===== src/rtl/serial_deser.sv =====
// rtl/serial_deser.sv - bit-serial to W-bit parallel receiver with framing check and one-entry output buffer
module serial_deser #(
  parameter int W         = 8,
  parameter bit MSB_FIRST = 1'b1
) (
  input  logic         clk,
  input  logic         rst_n,
  input  logic         sdi,
  input  logic         sframe,
  output logic [W-1:0] dout,
  output logic         valid,
  input  logic         ready,
  output logic         frame_err,
  output logic         ovr
);

  localparam int CW = $clog2(W + 1);

  typedef enum logic {IDLE = 1'b0, SHIFT = 1'b1} state_t;

  state_t         state_q, state_d;
  logic [CW-1:0]  cnt_q, cnt_d;
  logic [W-1:0]   sh_q, sh_d;
  logic [W-1:0]   dout_q, dout_d;
  logic           valid_q, valid_d;
  logic           ferr_q, ferr_d;
  logic           ovr_q, ovr_d;
  logic [W-1:0]   shifted;
  logic           word_done;

  always_comb begin
    shifted = MSB_FIRST ? {sh_q[W-2:0], sdi} : {sdi, sh_q[W-1:1]};
  end

  always_comb begin
    state_d   = state_q;
    cnt_d     = cnt_q;
    sh_d      = sh_q;
    dout_d    = dout_q;
    valid_d   = valid_q;
    ferr_d    = 1'b0;
    ovr_d     = 1'b0;
    word_done = 1'b0;

    case (state_q)
      IDLE: begin
        if (sframe) begin
          sh_d    = shifted;
          cnt_d   = CW'(1);
          state_d = SHIFT;
        end
      end
      default: begin
        if (sframe) begin
          sh_d = shifted;
          if (cnt_q == CW'(W - 1)) begin
            word_done = 1'b1;
            cnt_d     = '0;
          end else begin
            cnt_d = cnt_q + CW'(1);
          end
        end else begin
          // cnt==0 here means a word just finished cleanly, so no error
          ferr_d  = (cnt_q != '0);
          cnt_d   = '0;
          state_d = IDLE;
        end
      end
    endcase

    if (word_done) begin
      if (!valid_q || ready) begin
        dout_d  = shifted;
        valid_d = 1'b1;
      end else begin
        ovr_d = 1'b1;
      end
    end else if (valid_q && ready) begin
      valid_d = 1'b0;
    end
  end

  always_ff @(posedge clk or negedge rst_n) begin
    if (!rst_n) begin
      state_q <= IDLE;
      cnt_q   <= '0;
      sh_q    <= '0;
      dout_q  <= '0;
      valid_q <= 1'b0;
      ferr_q  <= 1'b0;
      ovr_q   <= 1'b0;
    end else begin
      state_q <= state_d;
      cnt_q   <= cnt_d;
      sh_q    <= sh_d;
      dout_q  <= dout_d;
      valid_q <= valid_d;
      ferr_q  <= ferr_d;
      ovr_q   <= ovr_d;
    end
  end

  assign dout      = dout_q;
  assign valid     = valid_q;
  assign frame_err = ferr_q;
  assign ovr       = ovr_q;

endmodule


===== config.mk =====
export PLATFORM = sky130hd
export DESIGN_NAME = serial_deser
export DESIGN_NICKNAME = d
export VERILOG_FILES = /design/src/rtl/serial_deser.sv
export SDC_FILE = /design/constraint.sdc
export NUM_CORES = 1
export LEC_CHECK = 0
export ABC_AREA = 1
export ABC_CLOCK_PERIOD_IN_PS = 1550
export CAP_MARGIN = 20
export CORE_MARGIN = 2
export CORE_UTILIZATION = 47
export DETAILED_ROUTE_END_ITERATION = 7
export GPL_TIMING_DRIVEN = 0
export MAX_ROUTING_LAYER = met4
export PLACE_DENSITY = 0.82
export SETUP_SLACK_MARGIN = 0.1
export SYNTH_ARGS = -nofsm -noshare
export SYNTH_HDL_FRONTEND = slang
export SYNTH_SLANG_ARGS = --single-unit

===== constraint.sdc =====
create_clock -name clk -period 1.55 [get_ports clk]
set_input_delay 0.2325 -clock clk [delete_from_list [all_inputs] [get_ports clk]]
set_output_delay 0.2325 -clock clk [all_outputs]
set_load 0.005 [all_outputs]

==> results of run 1 <==
-- Yosys cell counts, drive strengths merged --
| master | instances | area [um^2] |
|---|---|---|
| a31oi | 1 | 6.26 |
| buf | 4 | 35.0 |
| dfrtp | 23 | 576 |
| ha | 2 | 25.0 |
| inv | 9 | 33.8 |
| nand2 | 40 | 158 |
| nand3 | 3 | 20.0 |
| nand4 | 9 | 56.3 |
| nor2 | 4 | 22.5 |
| o21ai | 6 | 30.0 |
| o22ai | 1 | 12.5 |
| or2 | 2 | 12.5 |
-- metrics by stage --
step,cell area (um^2),utilization (%),hold WS [ns],instances
after CTS,1200,61.0,0.406,150
after global placement,1170,59.7,0.454,146
after detailed placement,1170,59.7,0.458,146
after global routing,1210,61.6,0.413,151
after floorplan,987,-,-0.0631,104
final,1210,61.6,0.410,151
-- timing repair --
action | CTS | global route
setup endpoints to repair | 1 | 3
gates resized for setup | 1 | 2
buffers inserted | 0 | 1
gates cloned | 0 | 0
-- worst min-delay path by stage --
stage,cells after the start,endpoint,slack [ns]
global placement,2,dout[7],0.45
detailed placement,2,dout[7],0.46
finish,1,state_q,0.41
CTS,1,state_q,0.41
global route,1,state_q,0.41
floorplan,0,cnt_q[0],-0.06
-- state kept, by name (all words and copies together), names as in the netlist --
| signal | count |
|---|---|
| valid | 1 |
| state_q | 1 |
| sh_q | 7 |
| ovr | 1 |
| dout | 8 |
| frame_err | 1 |
| cnt_q | 4 |
-- layer usage --
metal | vias up | share of wire (%)
met5 | - | 0
li1 | 376 | -
met1 | 360 | 43
met3 | 4 | 3.9
met2 | 18 | 51
met4 | 0 | 2.5
-- power breakdown --
| part | internal (mW) | switching, mW | leakage [nW] | total, mW |
|---|---|---|---|---|
| sequential | 0.642 | 0.0318 | 0.307 | 0.673 |
| clock | 0.101 | 0.173 | 0.0150 | 0.274 |
| combinational | 0.0540 | 0.0648 | 0.320 | 0.119 |
| total | 0.796 | 0.270 | 0.642 | 1.07 |
-- cell families (layout without fill, tap and decap cells) --
group / count (synthesis) / count (layout) / synth area share [%]
DFF: 23 / 23 / 58.3
and+or+nand+nor: 58 / 58 / 27.2
AOI/OAI and AO/OA: 8 / 8 / 4.94
adders and majority gates: 2 / 2 / 2.53
buffers and inverters: 13 / 33 / 6.97
-- layout by cell type (no fill, tap or decap), drive strengths merged --
cell type,Yosys,layout
dlymetal6s2s,0,2
nand3,3,3
nand2,40,40
nand4,9,9
nor2,4,4
clkbuf,0,4
ha,2,2
dlygate4sd2,0,1
o22ai,1,1
buf,4,5
dfrtp,23,23
inv,9,9
or2,2,2
o21ai,6,6
clkdlybuf4s50,0,12
a31oi,1,1
-- layout make-up --
| cell class | count | area [um^2] | area share, % |
|---|---|---|---|
| sequential | 23 | 576 | 47.6 |
| multi-input combinational | 68 | 343 | 28.4 |
| timing repair buffer | 16 | 161 | 13.4 |
| buffer | 4 | 35.0 | 2.90 |
| inverter | 9 | 33.8 | 2.80 |
| tap | 27 | 33.8 | 2.80 |
| clock buffer | 4 | 26.3 | 2.17 |
==> out/results.txt, run 1 <==
critical path endpoint category -> output port
run status -> finished, final reports clean
leakage power -> 0.642 nW
layout cell share with drive strength beyond 1 -> 12.1%
setup TNS -> 0 ns
Post-Synthesis Net Count -> 111
CP Capture Point -> dout[2]
initial antenna violation count -> 0
crit-path max FO -> 2
Clock Skews -> 0.00465 ns
RSZ-0062 raised after global routing -> true
Reg2Reg Depth -> 7
GR Util All Layers -> 17.2%
P per Cell Area -> 882 nW/um^2
met2 usage -> 28.9%
Final GP Congestion -> 0.797
R2R setup slack -> 0.33 ns
Hold Fails Final Rpt -> 0
Filler cells -> 175
CTS tree -> yes
Initial Util -> 50.3%
Crit path max-delay family -> buffers and inverters
CP peak stage delay -> 0.52 ns
post-synthesis register bit count -> 23
final setup fails -> 0
DRT iter0 DRCs -> 21
GRT Residual Overflow -> 0
crit start category -> register
post-synth cell types -> 19
worst min path class -> input port to register
Max-slew headroom -> 35.2%
Die Y -> 49.8 um
Peak VDD IR -> 0.000521 V
FP Rows -> 16
vias in the first global route -> 740
Buf/Inv on CP -> 1
WS Path Type -> register to output port
final WL -> 1.79 mm
Max Freq -> 692 MHz
post-detail-place hpwl -> 1.34 mm
GR Util met3 -> 1.82%
post-layout min period -> 1.45 ns
Die X -> 49.8 um
Critical Path Stages -> 1
grt peak-use layer -> met2
clk buf depth -> 2
Die ar. -> 2480 um^2
sequential area share after synthesis -> 58.3%
Final WS setup -> 0.105 ns
H-tree depth -> 1
DR vias/cell -> 5.02
Num CTS Buffers -> 3
total chip power -> 1.07 mW
CTS Root Cell -> clkbuf_4
Critical R2R Launch -> cnt_q[0]
Req. time, crit path -> 1.32 ns
via count -> 758
first-pass GRT wire length -> 3.06 mm
Max Slew Vio Count -> 0
worst-skew pair later-pin latency -> 0.31 ns
Worst Tran Pin Value -> 0.969 ns
clk slew on worst S/H paths -> 0.12 ns
# diodes -> 0
M1 GR Usage -> 18.9%
TritonCTS Sinks -> 23
fin crit share -> 93.2%
# Max-Cap Violations -> 0
Synth Cell Area -> 987 um^2
hold path start -> sframe
Cells after Synth -> 104
slowest CP cell -> clkdlybuf4s50_1
Crit. Startpoint -> dout[2]
pre-CTS WS -> 0.0603 ns
Critical Path AT -> 1.21 ns
Port Buffer Count -> 15
largest net degree at the start of global routing -> 24
Synth warnings -> 0
Cell Chain, Critical Path -> clkdlybuf4s50_1
DRT Pass-1 Iters -> 4
Ports -> 16
Area Overhead vs Synth -> 22.4%
Wirelength per Cell -> 11.8 um
nets -> 132
# DRC -> 0
antenna viol nets, final -> 0
Syn Area/Cell -> 9.49 um^2
worst r2r dst -> cnt_q[3]
hold_buf cts -> 0
core area -> 1960 um^2
No activity file was read; power rests on OpenSTA's default activity.
==> inputs of run 2 (changes only) <==
--- a/config.mk
+++ b/config.mk
@@ -6,7 +6,7 @@
 export NUM_CORES = 1
 export LEC_CHECK = 0
 export ABC_AREA = 1
-export ABC_CLOCK_PERIOD_IN_PS = 1550
+export ABC_CLOCK_PERIOD_IN_PS = 1400
 export CAP_MARGIN = 20
 export CORE_MARGIN = 2
 export CORE_UTILIZATION = 47
==> constraint.sdc (replaced) <==
create_clock -name clk -period 1.4 [get_ports clk]
set_input_delay 0.21 -clock clk [delete_from_list [all_inputs] [get_ports clk]]
set_output_delay 0.21 -clock clk [all_outputs]
set_load 0.005 [all_outputs]
==> out/results.txt, run 2 (synthesis results as in run 1) <==
run status -> finished, final reports clean (unchanged)
Worst Tran Pin Value -> 0.964 ns (was 0.969 ns)
# DRC -> 0 (unchanged)
total chip power -> 1.18 mW (was 1.07 mW)
worst min path class -> input port to register (unchanged)
Filler cells -> 178 (was 175)
H-tree depth -> 1 (unchanged)
Port Buffer Count -> 15 (unchanged)
GRT Residual Overflow -> 0 (unchanged)
vias in the first global route -> 746 (was 740)
Initial Util -> 50.3% (unchanged)
Critical Path Stages -> 1 (unchanged)
Reg2Reg Depth -> 7 (unchanged)
nets -> 135 (was 132)
setup TNS -> 0 ns (unchanged)
DRT iter0 DRCs -> 19 (was 21)
CTS Root Cell -> clkbuf_4 (unchanged)
clk buf depth -> 2 (unchanged)
DRT Pass-1 Iters -> 4 (unchanged)
Critical Path AT -> 0.99 ns (was 1.21 ns)
P per Cell Area -> 976 nW/um^2 (was 882 nW/um^2)
via count -> 770 (was 758)
worst-skew pair later-pin latency -> 0.31 ns (about the same)
FP Rows -> 16 (unchanged)
most frequent cells in the layout -> nand2_1, dfrtp_1, dlygate4sd2_1, nand4_1, inv_1 (was nand2_1, dfrtp_1, clkdlybuf4s50_1, nand4_1, inv_1)
Largest register FFs -> 8 (unchanged)
Final GP Congestion -> 0.797 (unchanged)
highest routed layer -> met4 (unchanged)
Area Overhead vs Synth -> 22.9% (was 22.4%)
Max Freq -> 830 MHz
post-detail-place hpwl -> 1.34 mm (unchanged)
Final Cell Area -> 1210 um^2 (about the same)
M1 WL -> 776 um (was 768 um)
initial antenna violation count -> 0 (unchanged)
Ports -> 16 (unchanged)
final WL -> 1.81 mm (was 1.79 mm)
Max Slew Vio Count -> 0 (unchanged)
Num CTS Buffers -> 3 (unchanged)
first-pass GRT wire length -> 3.08 mm (was 3.06 mm)
core area -> 1960 um^2 (unchanged)
clk slew on worst S/H paths -> 0.12 ns (about the same)
final setup fails -> 0 (unchanged)
layout cell share with drive strength beyond 1 -> 14.2% (was 12.1%)
TritonCTS Sinks -> 23 (unchanged)
metal3 WL -> 66 um (was 70 um)
non-filler instance count after layout -> 154 (was 151)
crit start category -> register (unchanged)
CTS tree -> yes (unchanged)
Wirelength per Cell -> 11.8 um (about the same)
largest net degree at the start of global routing -> 24 (unchanged)
Peak VDD IR -> 0.000576 V (was 0.000521 V)
fin crit share -> 86.0%
Die X -> 49.8 um (unchanged)
slowest CP cell -> dfrtp_1 (was clkdlybuf4s50_1)
Crit path max-delay family -> flip-flops (was buffers and inverters)
worst r2r dst -> cnt_q[3] (unchanged)
placed cell areas -> 1170 um^2 (unchanged)
Buf/Inv on CP -> 1 (unchanged)
met2 wire length -> 926 um (was 904 um)
DR vias/cell -> 5.00 (was 5.02)
Crit. Startpoint -> dout[1] (was dout[2])
R2R setup slack -> 0.20 ns (was 0.33 ns)
CP peak stage delay -> 0.41 ns (was 0.52 ns)
WS Path Type -> register to output port (unchanged)
GR Util All Layers -> 17.3% (was 17.2%)
Hold Fails Final Rpt -> 0 (unchanged)
commonest non-fill, non-tap cell in the layout -> nand2_1 (unchanged)
# diodes -> 0 (unchanged)
# Max-Cap Violations -> 0 (unchanged)
Critical R2R Launch -> cnt_q[1] (was cnt_q[0])
crit-path max FO -> 2 (unchanged)
leakage power -> 0.668 nW (was 0.642 nW)
Clock Skews -> 0.00394 ns (was 0.00465 ns)
antenna viol nets, final -> 0 (unchanged)
RSZ-0062 raised after global routing -> false (was true)
Die Y -> 49.8 um (unchanged)
post-layout min period -> 1.20 ns
Die ar. -> 2480 um^2 (unchanged)
Cell Chain, Critical Path -> dlygate4sd2_1 (was clkdlybuf4s50_1)
critical path endpoint category -> output port (unchanged)
Cell Count Post-Placement -> 146 (unchanged)
Req. time, crit path -> 1.19 ns (was 1.32 ns)
CP Capture Point -> dout[1] (was dout[2])
Max-slew headroom -> 35.5% (was 35.2%)
==> run 2: cell types whose count changed in the layout (fill, tap and decap cells not counted) <==
cell,change
dlygate4sd2_1,+10
buf_4,+3
clkdlybuf4s50_1,-8
dlymetal6s2s_1,-2
==> run 2: cell type report <==
type	instances	area, um^2	area share, %
clock buffers	4	26.3	2.16
plain buffers	4	35.0	2.89
flip-flops and latches	23	576	47.4
multi-input cells	68	343	28.2
well taps	27	33.8	2.78
inverters	9	33.8	2.78
repair buffers	19	166	13.7
==> run 2: power breakdown <==
group          switching, mW  total (mW)  leakage [nW]  internal, mW
combinational         0.0761       0.138         0.346        0.0620
clock                  0.192       0.303        0.0150         0.111
sequential            0.0328       0.743         0.307         0.710
==> run 2: worst min-delay path by stage <==
stage                 start       end  cells past startpoint
CTS                  sframe   state_q                      1
finish               sframe   state_q                      1
detailed placement  dout[7]   dout[7]                      2
global route         sframe   state_q                      1
global placement    dout[7]   dout[7]                      2
floorplan             rst_n  cnt_q[0]                      0
==> run 2: metrics by stage <==
| stage | worst slack, ns | utilization, % | hold slack [ns] |
|---|---|---|---|
| 2_1_floorplan | 0.299 | - | -0.0856 |
| 3_3_place_gp | -0.0338 | 59.7 | 0.454 |
| 3_5_place_dp | -0.0672 | 59.7 | 0.458 |
| 4_1_cts | 0.167 | 61.5 | 0.383 |
| 5_1_grt | 0.115 | 61.9 | 0.390 |
| 6_report | 0.196 | 61.9 | 0.387 |
==> run 2: per-layer routing <==
layer / GRT usage (%) / vias up
li1: - / 380
met1: 19.1 / 366
met2: 29.1 / 20
met3: 1.82 / 4
met4: 12.5 / 0
met5: - / -
==> run 2: repair_timing <==
action / in CTS / in global routing
setup endpoints to repair: 11 / 6
setup buffers: 3 / 1
hold buffers: 0 / 0
resized for setup: 11 / 0
==> inputs of run 3 (changes only) <==
--- a/config.mk
+++ b/config.mk
@@ -8,12 +8,14 @@
 export ABC_AREA = 1
 export ABC_CLOCK_PERIOD_IN_PS = 1400
 export CAP_MARGIN = 20
+export CELL_PAD_IN_SITES_DETAIL_PLACEMENT = 1
+export CELL_PAD_IN_SITES_GLOBAL_PLACEMENT = 1
 export CORE_MARGIN = 2
-export CORE_UTILIZATION = 47
+export CORE_UTILIZATION = 39
 export DETAILED_ROUTE_END_ITERATION = 7
 export GPL_TIMING_DRIVEN = 0
 export MAX_ROUTING_LAYER = met4
-export PLACE_DENSITY = 0.82
+export PLACE_DENSITY = 0.86
 export SETUP_SLACK_MARGIN = 0.1
 export SYNTH_ARGS = -nofsm -noshare
 export SYNTH_HDL_FRONTEND = slang
==> out/results.txt, run 3 (synthesis results as in run 1) <==
vias in the first global route -> 792 (was 746)
CTS Root Cell -> clkbuf_4 (unchanged)
# Max-Cap Violations -> 0 (unchanged)
Peak VDD IR -> 0.000501 V (was 0.000576 V)
CP peak stage delay -> 0.47 ns (was 0.41 ns)
layout cell share with drive strength beyond 1 -> 19.1% (was 14.2%)
internal cell power -> 0.901 mW (was 0.884 mW)
Cell Chain, Critical Path -> ha_4, nand2_4, nor2_4, buf_2, nand4_1, nand2_1 (was dlygate4sd2_1)
# DRC -> 0 (unchanged)
sw frac -> 27.3% (was 25.4%)
final WL -> 2.68 mm (was 1.81 mm)
Worst Tran Pin Value -> 0.246 ns (was 0.964 ns)
crit start category -> register (unchanged)
Die X -> 54.3 um (was 49.8 um)
FP Rows -> 18 (was 16)
Num CTS Buffers -> 3 (unchanged)
commonest non-fill, non-tap cell in the layout -> nand2_1 (unchanged)
post-layout min period -> 1.32 ns (was 1.20 ns)
TritonCTS Sinks -> 23 (unchanged)
DRT iter0 DRCs -> 7 (was 19)
Wirelength per Cell -> 16.6 um (was 11.8 um)
initial antenna violation count -> 0 (unchanged)
Buf/Inv on CP -> 1 (unchanged)
Crit path max-delay family -> flip-flops (unchanged)
Ports -> 16 (unchanged)
core area -> 2430 um^2 (was 1960 um^2)
leakage power -> 0.710 nW (was 0.668 nW)
Initial Util -> 40.6% (was 50.3%)
Critical Path Stages -> 6 (was 1)
Critical Path AT -> 1.59 ns (was 0.99 ns)
DR vias/cell -> 5.09 (was 5.00)
CTS tree -> yes (unchanged)
Largest register FFs -> 8 (unchanged)
largest net degree at the start of global routing -> 24 (unchanged)
Hold Fails Final Rpt -> 0 (unchanged)
H-tree depth -> 1 (unchanged)
Final GP Congestion -> 0.783 (was 0.797)
worst min path class -> input port to async pin (was input port to register)
via count -> 820 (was 770)
RSZ-0062 raised after global routing -> true (was false)
critical path endpoint category -> register (was output port)
Max Slew Vio Count -> 0 (unchanged)
Die ar. -> 2950 um^2 (was 2480 um^2)
fin crit share -> 94.6% (was 86.0%)
# diodes -> 0 (unchanged)
Die Y -> 54.3 um (was 49.8 um)
P per Cell Area -> 956 nW/um^2 (was 976 nW/um^2)
Clock Skews -> 0.00469 ns (was 0.00394 ns)
final setup fails -> 0 (unchanged)
hold_buf cts -> 0 (unchanged)
Max-slew headroom -> 83.6% (was 35.5%)
first-pass GRT wire length -> 3.68 mm (was 3.08 mm)
clock share of power -> 25.6% (about the same)
total chip power -> 1.24 mW (was 1.18 mW)
Port Buffer Count -> 15 (unchanged)
Max Freq -> 755 MHz (was 830 MHz)
Critical R2R Launch -> cnt_q[0] (was cnt_q[1])
GRT Residual Overflow -> 0 (unchanged)
Seq pwr share -> 60.9% (was 62.7%)
post-detail-place hpwl -> 1.63 mm (was 1.34 mm)
switching pwr -> 0.338 mW (was 0.301 mW)
worst r2r dst -> dout[4] (was cnt_q[3])
R2R setup slack -> 0.08 ns (was 0.20 ns)
nets -> 139 (was 135)
GR Util All Layers -> 18.4% (was 17.3%)
WS Path Type -> register to register (was register to output port)
Reg2Reg Depth -> 6 (was 7)
most frequent cells in the layout -> nand2_1, dfrtp_1, dlygate4sd2_1, nand4_1, inv_1 (unchanged)
DRT Pass-1 Iters -> 4 (unchanged)
Req. time, crit path -> 1.66 ns (was 1.19 ns)
antenna viol nets, final -> 0 (unchanged)
worst-skew pair later-pin latency -> 0.31 ns (about the same)
Area Overhead vs Synth -> 31.2% (was 22.9%)
setup TNS -> 0 ns (unchanged)
clk slew on worst S/H paths -> 0.13 ns (was 0.12 ns)
Comb power frac -> 13.5% (was 11.7%)
clk buf depth -> 2 (unchanged)
crit-path max FO -> 5 (was 2)
run status -> finished, final reports clean (unchanged)
slowest CP cell -> dfrtp_1 (unchanged)
-- run 3: per-layer routing --
metal	global-route usage (%)	routed length (um)	share of wire (%)	vias up
met3	1.64	54	2.0	6
met5	-	0	0	-
li1	-	-	-	393
met1	22.4	1200	45	405
met4	12.9	70	2.6	0
met2	28.7	1350	51	16
-- run 3: what timing repair did --
item | in CTS | in global routing
cloned | 0 | 1
pin swaps | 0 | 2
setup endpoints to repair | 11 | 9
resized for setup | 11 | 6
buffers inserted | 3 | 3
-- run 3: worst max path at each step --
stage	start	to	slack, ns
2_1_floorplan	cnt_q[0]	cnt_q[3]	0.30
3_3_place_gp	sframe	dout[2]	-0.05
3_5_place_dp	sframe	dout[2]	-0.13
4_1_cts	cnt_q[1]	dout[2]	0.11
5_1_grt	cnt_q[0]	dout[4]	0.03
6_report	cnt_q[0]	dout[4]	0.08
-- run 3: layout make-up --
type                    instances  area [um^2]
inverters                       9         33.8
fillers                       291         1140
well taps                      30         37.5
plain buffers                   4         35.0
clock buffers                   4         26.3
flip-flops and latches         23          576
multi-input cells              68          373
repair buffers                 23          214
-- run 3: metrics by stage --
step                hold slack (ns)  area, um^2  setup WS (ns)  util, %  cells
finish                       0.0943        1290         0.0758     53.2    161
global route                 0.0863        1290         0.0277     53.2    161
CTS                           0.369        1210          0.114     49.7    156
detailed placement            0.462        1170         -0.129     48.3    149
global placement              0.453        1170        -0.0508     48.3    149
floorplan                   -0.0856         987          0.299        -    104
-- run 3: power groups by stage --
stage          combinational [mW]  clock (mW)  sequential [mW]
6_report                    0.168       0.317            0.754
5_1_grt                     0.189       0.346            0.758
4_1_cts                     0.134       0.324            0.747
3_5_place_dp                0.136           0            0.761
3_3_place_gp                0.126           0            0.756
2_1_floorplan              0.0708           0            0.751
